**config.mk**
```make
export PLATFORM = sky130hd
export DESIGN_NAME = mem_dumper
export DESIGN_NICKNAME = d
export VERILOG_FILES = /design/src/rtl/mem_dumper_pkg.sv /design/src/rtl/mem_dumper.sv
export SDC_FILE = /design/constraint.sdc
export NUM_CORES = 1
export LEC_CHECK = 0
export ABC_CLOCK_PERIOD_IN_PS = 2200
export CORE_UTILIZATION = 45
export DETAILED_ROUTE_END_ITERATION = 8
export PLACE_DENSITY = 0.79
export REMOVE_ABC_BUFFERS = 1
export SYNTH_ARGS = -nofsm -noshare
export SYNTH_HDL_FRONTEND = slang
export SYNTH_SLANG_ARGS = --single-unit
```
**constraint.sdc**
```tcl
create_clock -name clk -period 2.2 [get_ports clk]
set_clock_uncertainty 0.05 [all_clocks]
set_input_delay 0.22 -clock clk [delete_from_list [all_inputs] [get_ports clk]]
set_output_delay 0.22 -clock clk [all_outputs]
set_load 0.005 [all_outputs]
```
**src/rtl/mem_dumper_pkg.sv**
```systemverilog
`default_nettype none
// ============================================================================
// Module   : mem_dumper_pkg
// Brief    : Shared defaults and FSM state encoding for the memory dumper.
// Revision : 1.0 - initial release
// ============================================================================
package mem_dumper_pkg;

    localparam int c_depth  = 32;
    localparam int c_addr_w = 5;
    localparam int c_data_w = 8;

    typedef enum logic [2:0] {
        ST_IDLE = 3'd0,
        ST_READ = 3'd1,
        ST_WAIT = 3'd2,
        ST_SEND = 3'd3,
        ST_DONE = 3'd4
    } state_t;

endpackage
`default_nettype wire

```
**src/rtl/mem_dumper.sv**
```systemverilog
`default_nettype none
// ============================================================================
// Module   : mem_dumper
// Brief    : Streams a wrapping address window of an external memory out over
//            a valid/ready interface, one entry per read.
// Revision : 1.0 - initial release
// ============================================================================
module mem_dumper
    import mem_dumper_pkg::*;
#(
    parameter int DEPTH  = c_depth,
    parameter int ADDR_W = c_addr_w,
    parameter int DATA_W = c_data_w
) (
    input  logic              clk,
    input  logic              rst,
    input  logic              start,
    input  logic              abort,
    input  logic [ADDR_W-1:0] base_addr,
    input  logic [ADDR_W:0]   len,
    output logic              mem_rd_en,
    output logic [ADDR_W-1:0] mem_addr,
    input  logic [DATA_W-1:0] mem_rdata,
    output logic              out_valid,
    input  logic              out_ready,
    output logic [DATA_W-1:0] out_data,
    output logic [ADDR_W-1:0] out_addr,
    output logic              out_last,
    output logic              busy,
    output logic              done
);

    localparam logic [ADDR_W:0] c_len_full = (ADDR_W+1)'(DEPTH);

    state_t              r_state;
    state_t              w_next_state;
    logic [ADDR_W-1:0]   r_addr;
    logic [ADDR_W:0]     r_remaining;
    logic [DATA_W-1:0]   r_out_data;
    logic [ADDR_W-1:0]   r_out_addr;
    logic                r_out_last;
    logic                w_load;
    logic                w_capture;
    logic                w_advance;
    logic [ADDR_W:0]     w_len_resolved;

    // A zero length request means a full-memory dump.
    assign w_len_resolved = (len == '0) ? c_len_full : len;

    always_comb begin
        w_next_state = r_state;
        w_load       = 1'b0;
        w_capture    = 1'b0;
        w_advance    = 1'b0;
        case (r_state)
            ST_IDLE: begin
                if (start && !abort) begin
                    w_load       = 1'b1;
                    w_next_state = ST_READ;
                end
            end
            ST_READ: w_next_state = ST_WAIT;
            ST_WAIT: begin
                w_capture    = 1'b1;
                w_next_state = ST_SEND;
            end
            ST_SEND: begin
                if (out_ready) begin
                    if (r_out_last) begin
                        w_next_state = ST_DONE;
                    end else begin
                        w_advance    = 1'b1;
                        w_next_state = ST_READ;
                    end
                end
            end
            ST_DONE: w_next_state = ST_IDLE;
            default: w_next_state = ST_IDLE;
        endcase
        // Abort overrides every transition and suppresses datapath updates.
        if (abort && (r_state != ST_IDLE)) begin
            w_next_state = ST_IDLE;
            w_capture    = 1'b0;
            w_advance    = 1'b0;
        end
    end

    always_ff @(posedge clk or negedge rst) begin
        if (!rst) begin
            r_state <= ST_IDLE;
        end else begin
            r_state <= w_next_state;
        end
    end

    always_ff @(posedge clk or negedge rst) begin
        if (!rst) begin
            r_addr      <= '0;
            r_remaining <= '0;
            r_out_data  <= '0;
            r_out_addr  <= '0;
            r_out_last  <= 1'b0;
        end else begin
            if (w_load) begin
                r_addr      <= base_addr;
                r_remaining <= w_len_resolved;
            end else if (w_advance) begin
                // Power-of-two depth: natural overflow gives the wrap to 0.
                r_addr      <= r_addr + ADDR_W'(1);
                r_remaining <= r_remaining - (ADDR_W+1)'(1);
            end
            if (w_capture) begin
                r_out_data <= mem_rdata;
                r_out_addr <= r_addr;
                r_out_last <= (r_remaining == (ADDR_W+1)'(1));
            end
        end
    end

    // All control outputs decode the registered state only, so out_valid
    // never sees out_ready combinationally.
    assign mem_rd_en = (r_state == ST_READ);
    assign mem_addr  = r_addr;
    assign out_valid = (r_state == ST_SEND);
    assign out_data  = r_out_data;
    assign out_addr  = r_out_addr;
    assign out_last  = r_out_last;
    assign busy      = (r_state != ST_IDLE);
    assign done      = (r_state == ST_DONE);

endmodule
`default_nettype wire

```
Yosys cells after proc, flatten, opt, wreduce, memory -nomap -nowiden:

Cells that the tools add are included.

* register bits: 28
* bits in latches: 0
* bits in writable memories: 0
* bits in read-only memories: 0
* input port bits: 24
* logic and storage cells: 41
* memories: 0

* add/subtract/negate cells: 2
* multiply operators: 0
* div/mod/pow operators: 0
* order comparisons: 0
* equal/unequal tests: 7
* shift operators: 0
* multiplexer cells: 18
* bitwise logic cells: 0
* reduce and logical (&&, ||, !) cells: 8

Operator list (count)
* $mux 6: 3
* $mux 3: 4
* $pmux 3 s4: 1
* $mux 5: 2
* $mux 1: 8
* $eq 3x2->1 const B: 2
* $eq 6x1->1 const B: 1
* $logic_not 6->1: 1
* $sub 6x1->6 const B: 1
* $add 5x1->5 const B: 1
* $eq 3x1->1 const B: 1
* $eq 3x3->1 const B: 1
* $logic_not 3->1: 1
* $ne 3x1->1 const B: 1
* $ne 3x3->1 const B: 1
* $reduce_bool 3->1: 1
* $logic_and 1x1->1: 2
* $reduce_and 2->1: 1
* $reduce_bool 2->1: 1
* $logic_not 1->1: 1

Logic depth before layout (Yosys ltp):

Gate-level depths: netlist of the first run.

* depth in word-level cells: 6
* mapped depth: 6
* depth with buffers taken out: 5

Worst setup path after synthesis of the first run:

OpenSTA, ideal clock, no wires.

* path kind: register to register
* start point: register r_state[2]
* end point: register r_out_data[3], in the netlist out_data[3]
* library setup time: 125 ps
* arrival time: 1452 ps
* required time: 2025 ps
* setup slack: 573 ps
* cell stages (with the launch flop): 5
* buffers on the path: 2
* period minus slack after synthesis: 1627 ps
* path through: dfrtp_1 buf_2 nor4b_4 buf_4 mux2_2

* cells in the longest elaborated chain, start to end: 3
* elaborated cells between the ends (all ways): 5
* classes of those cells: eq/ne (1); mux (2); reduce/logical (2)

Ends and longest elaborated chain
* start, declared: line mem_dumper.sv:35 `state_t r_state;`
* start signal, assigned: line mem_dumper.sv:92 `r_state <= w_next_state;`
* $eq 3x2->1 / $reduce_bool 3->1 (equally long branches): line mem_dumper.sv:55, mem_dumper.sv:81
* $mux 1 / $logic_and 1x1->1 (equally long branches): line mem_dumper.sv:55, mem_dumper.sv:81
* $mux 1 (*): line mem_dumper.sv:81 `if (abort && (r_state != ST_IDLE)) begin`
* end signal, assigned: line mem_dumper.sv:113 `r_out_data <= mem_rdata;`
* end, declared: line mem_dumper.sv:39 `logic [DATA_W-1:0] r_out_data;`

Mark *: on every way between the ends. The rest lies on a longest branch, timed or not.
A chain may end at the register's enable or synchronous reset.

Final worst setup path of the first run:

* start point: register r_state[2]
* end point: output mem_rd_en

* cells in the longest elaborated chain, start to end: 1

Ends and longest elaborated chain
* $eq 3x1->1: line mem_dumper.sv:122 `assign mem_rd_en = (r_state == ST_READ);`
* end, declared: line mem_dumper.sv:21 `output logic mem_rd_en,`

Every way passes these cells.

==> out/summary.txt, run 1 <==
Slew Limit Fails: 0
RR Endpoint: mem_addr[2]
Fill count: 247
Via density: 5.42
ANT cells: 0
Chip height: 58.5 um
Share of the core filled with cells: 0.645
Port Buf Inserts: 46
Crit. End Element: output port
Hold Vio Cnt, Final: 0
Reg area: 701 um^2
Crit path largest cell delay: 0.51 ns
Ratio of cells with drive above 1 in the final layout: 0.149
Number of global-route vias before repair: 1154
Leak Pwr: 0.810 nW
Initial antenna violation count: 0
Core box area: 0.00303 mm^2
Final Wtd Congestion: 0.833
Max Clock Freq: 0.512 GHz
DRT Pass-1 Iters: 4
Syn_area_per_cell: 11.1 um^2
Clock buffer depth: 2
Largest net degree at the start of global routing: 29
Setup Total Neg Slack: 0 ns
Num CTS Buffers: 3
RSZ-0062 raised after global routing: false
Hold Buf Count CTS: 0
Number of DRC markers in iteration 0: 45
Worst setup startpoint: r_state[2]
Total Nets Final: 202
Area Growth Syn to Fin: 36.0%
H-tree levels: 1
Final Critical Period: 1.95 ns
Tot GR Track Use: 0.202
Starting Density: 0.474
Max IR drop VDD: 0.000588 V
First-pass GRT wire length: 5.22 mm
Worst r2r path cells: 4
Slowest cell on the critical path: dfrtp_1
HP Class: input pin to asynchronous set/reset pin
Post-synth top flop: dfrtp_1
Top-Level Pins: 47
Final ANT Viol Nets: 0
CP delay by family, top: flip-flops
Worst relative slew slack: 0.693
DP HPWL: 2.30 mm
Site row count: 20
EDFF count, synth: 0
Clock sink count: 28
Vias: 1181
Sequential area share after synthesis: 0.488
Clock-pin slew of the registers on the worst-case setup and hold paths: 0.15 ns
Period utilisation layout: 0.888
Syn. warnings: 0
Crit-path cells: nor2_1 > and2_1 > clkdlybuf4s50_1
Area of the multi-input gates: 651 um^2
WP data required: 1.93 ns
Post-synth ARST share: 1.00
Critical Path Source Type: register
DRC: 0
Worst path buffer plus inverter count: 1
DRT Wirelength: 3.18 mm
Post-synthesis cell type count: 38
GR Overflow Total: 0
Critical Path Stages: 3
Avg WL per Cell: 14.6 um
CP Max Fanout: 9
Register bit total from synthesis: 28
Pwr dens: 1160 mW/mm^2
Final setup viols: 0
Slew @ Worst Pin: 0.459 ns
R2r startpoint: r_state[2]
Worst R2R Setup Slack: 0.47 ns
WS Path Type: register to output port
Critical Path AT: 1.68 ns
Status: finished clean
Post-CTS setup buffer count: 0
Die width: 58.5 um
Setup crit end: mem_rd_en
Post-Syn Area: 0.00144 mm^2
Die area: 0.00342 mm^2
Clock latency on the worst-skew pair: 0.33 ns
CTS tree: done
Max Cap Viol: 0
CTS resizes: 0
CTS root buf: clkbuf_4
Cells after Synth: 129
[stage by stage]
| step | power [W] | instances | hold WS (ns) | cell area (um^2) | setup slack [ns] |
|---|---|---|---|---|---|
| 2_1_floorplan | 0.00143 | 121 | -0.126 | 1380 | 0.519 |
| 5_1_grt | 0.00241 | 218 | 0.229 | 1950 | 0.0999 |
| 4_1_cts | 0.00228 | 218 | 0.198 | 1950 | 0.233 |
| 3_5_place_dp | 0.00202 | 214 | 0.445 | 1920 | 0.243 |
| 3_3_place_gp | 0.00196 | 214 | 0.441 | 1920 | 0.292 |
| 6_report | 0.00226 | 218 | 0.190 | 1950 | 0.246 |
[synthesized netlist by cell type (2+ instances only)]
library cell | count | share of area
o22ai_1 | 3 | 0.013
nand3_1 | 8 | 0.028
and2_1 | 2 | 0.0087
ha_1 | 3 | 0.026
o221a_1 | 2 | 0.016
mux2_2 | 13 | 0.10
and3_1 | 3 | 0.013
nor2_1 | 8 | 0.021
nand2_1 | 7 | 0.018
a21oi_1 | 3 | 0.010
buf_2 | 4 | 0.014
o221a_2 | 2 | 0.016
a221o_1 | 3 | 0.021
a31oi_1 | 3 | 0.013
o21ai_0 | 5 | 0.017
mux2_1 | 2 | 0.016
dfrtp_1 | 28 | 0.49
inv_1 | 7 | 0.018
nor3_1 | 4 | 0.014
[final cells by class]
type                    count  share of cell area
inverters                   7              0.0135
multi-input cells          86               0.333
clock buffers               4              0.0186
well taps                  44              0.0282
flip-flops and latches     28               0.359
repair buffers             49               0.247
[layout by cell type (no fill, tap or decap), drive strengths merged, types with 3 or more instances in the layout]
cell,synthesis,layout
clkdlybuf4s50,0,46
dfrtp,28,28
mux2,15,15
nor2,8,8
nand3,8,8
nand2,8,8
inv,7,7
o21ai,6,6
nor3,4,4
clkbuf,1,4
o221a,4,4
and3,3,3
a21oi,3,3
a221o,3,3
o22ai,3,3
a31oi,3,3
ha,3,3
buf,7,3
and2,3,3
[registers in the layout (all words and copies together), names as in the netlist]
name,cells
r_state,3
mem_addr,5
out_last,1
r_remaining,6
out_addr,5
out_data,8
[power breakdown]
part           total, W  internal, W  switching, W  leakage (nW)
combinational   0.00103     0.000665      0.000370         0.458
clock          0.000250     0.000101      0.000148        0.0210
sequential     0.000971     0.000753      0.000218         0.331
total           0.00226      0.00152      0.000736         0.810
[worst min path at each step]
stage,start,endpoint,slack [ns],cells after the start
after floorplan,rst,mem_addr[0],-0.13,0
after global placement,out_data[6],out_data[6],0.44,1
after detailed placement,out_data[4],out_data[4],0.45,1
after CTS,rst,r_state[1],0.20,2
after global routing,rst,r_state[1],0.23,2
final,rst,r_state[0],0.19,2
[layer usage]
metal  wire, um  track usage  share of wire
met5          0            0              0
met4         68       0.0850          0.021
met3        120       0.0308          0.038
met2       1630        0.351           0.51
met1       1360        0.251           0.43
[worst reg2reg max path, stage by stage (launching register included)]
cell and delay, ns:
dfrtp_1 0.51, and4bb_4 0.41, nand2_4 0.10, mux2_1 0.33, o221a_1 0.23
[cell families after synthesis]
| kind of cell | after synthesis | synth area share |
|---|---|---|
| and+or+nand+nor | 43 | 0.180 |
| DFF | 28 | 0.488 |
| AOI/OAI and AO/OA | 23 | 0.116 |
| muxes | 16 | 0.125 |
| buffers and inverters | 15 | 0.0584 |
| adders and majority gates | 3 | 0.0262 |
| xor gates and xnor gates | 1 | 0.00610 |
No activity file was read; power rests on OpenSTA's default activity.
==> run 2, diff against run 1 <==
--- a/config.mk
+++ b/config.mk
@@ -5,8 +5,9 @@
 export SDC_FILE = /design/constraint.sdc
 export NUM_CORES = 1
 export LEC_CHECK = 0
-export ABC_CLOCK_PERIOD_IN_PS = 2200
+export ABC_CLOCK_PERIOD_IN_PS = 2100
 export CORE_UTILIZATION = 45
+export CTS_CLUSTER_SIZE = 12
 export DETAILED_ROUTE_END_ITERATION = 8
 export PLACE_DENSITY = 0.79
 export REMOVE_ABC_BUFFERS = 1
==> constraint.sdc (replaced) <==
create_clock -name clk -period 2.1 [get_ports clk]
set_clock_uncertainty 0.05 [all_clocks]
set_input_delay 0.21 -clock clk [delete_from_list [all_inputs] [get_ports clk]]
set_output_delay 0.21 -clock clk [all_outputs]
set_load 0.005 [all_outputs]
==> out/summary.txt, run 2 (synthesized netlist as in run 1, its figures left out) <==
RSZ-0062 raised after global routing: false
HP Class: input pin to asynchronous set/reset pin
Slowest cell on the critical path: dfrtp_1
Worst R2R Setup Slack: 0.38 ns
DRT Wirelength: 3.20 mm
ANT cells: 0
Area of the multi-input gates: 651 um^2
CTS resizes: 0
Period utilisation layout: 0.927
Site row count: 20
Final Wtd Congestion: 0.836
Global Route met3 Usage: 0.0264
WS Path Type: register to output port
Core box area: 0.00303 mm^2
Ratio of cells with drive above 1 in the final layout: 0.154
Largest net degree at the start of global routing: 29
Leak Pwr: 0.822 nW
Met1 Track Usage GR: 0.263
Status: finished clean
Most frequent cells in the layout: clkdlybuf4s50_1, dfrtp_1, mux2_2, nor2_1, nand3_1
Number of DRC markers in iteration 0: 55
Worst relative slew slack: 0.718
Max Clock Freq: 0.514 GHz
Crit-path cells: nor2_1 > and2_1 > clkdlybuf4s50_1
Area Growth Syn to Fin: 37.7%
Starting Density: 0.474
CP Max Fanout: 10
Max Cap Viol: 0
Initial antenna violation count: 0
Final Critical Period: 1.95 ns
DRC: 0
Final setup viols: 0
Avg WL per Cell: 14.6 um
Via density: 5.37
First-pass GRT wire length: 5.18 mm
CP delay by family, top: flip-flops
Crit path largest cell delay: 0.53 ns
CTS tree: done
Worst path buffer plus inverter count: 1
Top-Level Pins: 47
CTS root buf: clkbuf_4
Critical Path Source Type: register
Placed Area: 0.00192 mm^2
Vias: 1175
R2r startpoint: r_state[0]
Hold Slack: 0.185 ns
Reg area: 701 um^2
Slew @ Worst Pin: 0.422 ns
Die area: 0.00342 mm^2
DRT Pass-1 Iters: 4
WP data required: 1.84 ns
Hold Vio Cnt, Final: 0
Pwr dens: 1250 mW/mm^2
Crit. End Element: output port
Max IR drop VDD: 0.000701 V
Most common cell after layout, fill and taps aside: clkdlybuf4s50_1
Num CTS Buffers: 3
GR Overflow Total: 0
H-tree levels: 1
Post-CTS setup buffer count: 0
Setup Total Neg Slack: 0 ns
Fill count: 240
Tot GR Track Use: 0.198
Final ANT Viol Nets: 0
Hold Buf Count CTS: 0
Max reg flops: 8
Total Nets Final: 203
Met2 usage: 0.337
Critical Path AT: 1.69 ns
Clock-pin slew of the registers on the worst-case setup and hold paths: 0.15 ns
Clock latency on the worst-skew pair: 0.33 ns
Final instance area: 0.00198 mm^2
DP HPWL: 2.34 mm
Slew Limit Fails: 0
Gr busiest metal: met2
Die width: 58.5 um
Port Buf Inserts: 46
Number of global-route vias before repair: 1106
Chip height: 58.5 um
Clock sink count: 28
Clock buffer depth: 2
Worst setup startpoint: r_state[0]
[run 2: layout make-up]
type | instances | area share
multi-input cells | 86 | 0.329
inverters | 7 | 0.0133
repair buffers | 50 | 0.248
flip-flops and latches | 28 | 0.355
clock inverters | 1 | 0.0152
well taps | 44 | 0.0279
clock buffers | 3 | 0.0114
[run 2: power by group]
part / total, W / switching (W) / internal [W]
registers: 0.00102 / 0.000234 / 0.000789
clock network: 0.000356 / 0.000163 / 0.000193
logic: 0.00109 / 0.000387 / 0.000699
total: 0.00246 / 0.000784 / 0.00168
[run 2: through the flow]
stage | util | total power (W) | setup slack (ns) | std cells
finish | 0.652 | 0.00246 | 0.154 | 219
global route | 0.652 | 0.00263 | 0.0453 | 219
CTS | 0.652 | 0.00248 | 0.142 | 219
detailed placement | 0.635 | 0.00213 | 0.174 | 215
global placement | 0.635 | 0.00206 | 0.203 | 215
floorplan | - | 0.00150 | 0.419 | 121
[run 2: routing by layer]
metal	up-vias	wire, um
li1	562	-
met1	582	1390
met2	29	1640
met3	2	146
met4	0	25
met5	-	0
[run 2: final timing paths]
check / to / cells past startpoint
setup / recovery: done / 3
hold / removal: out_last / 2
setup reg to reg: r_remaining[4] / 4
hold reg to reg: out_data[7] / 1
max in group asynchronous: r_remaining[3] / 2
min in group clk: mem_addr[1] / 3
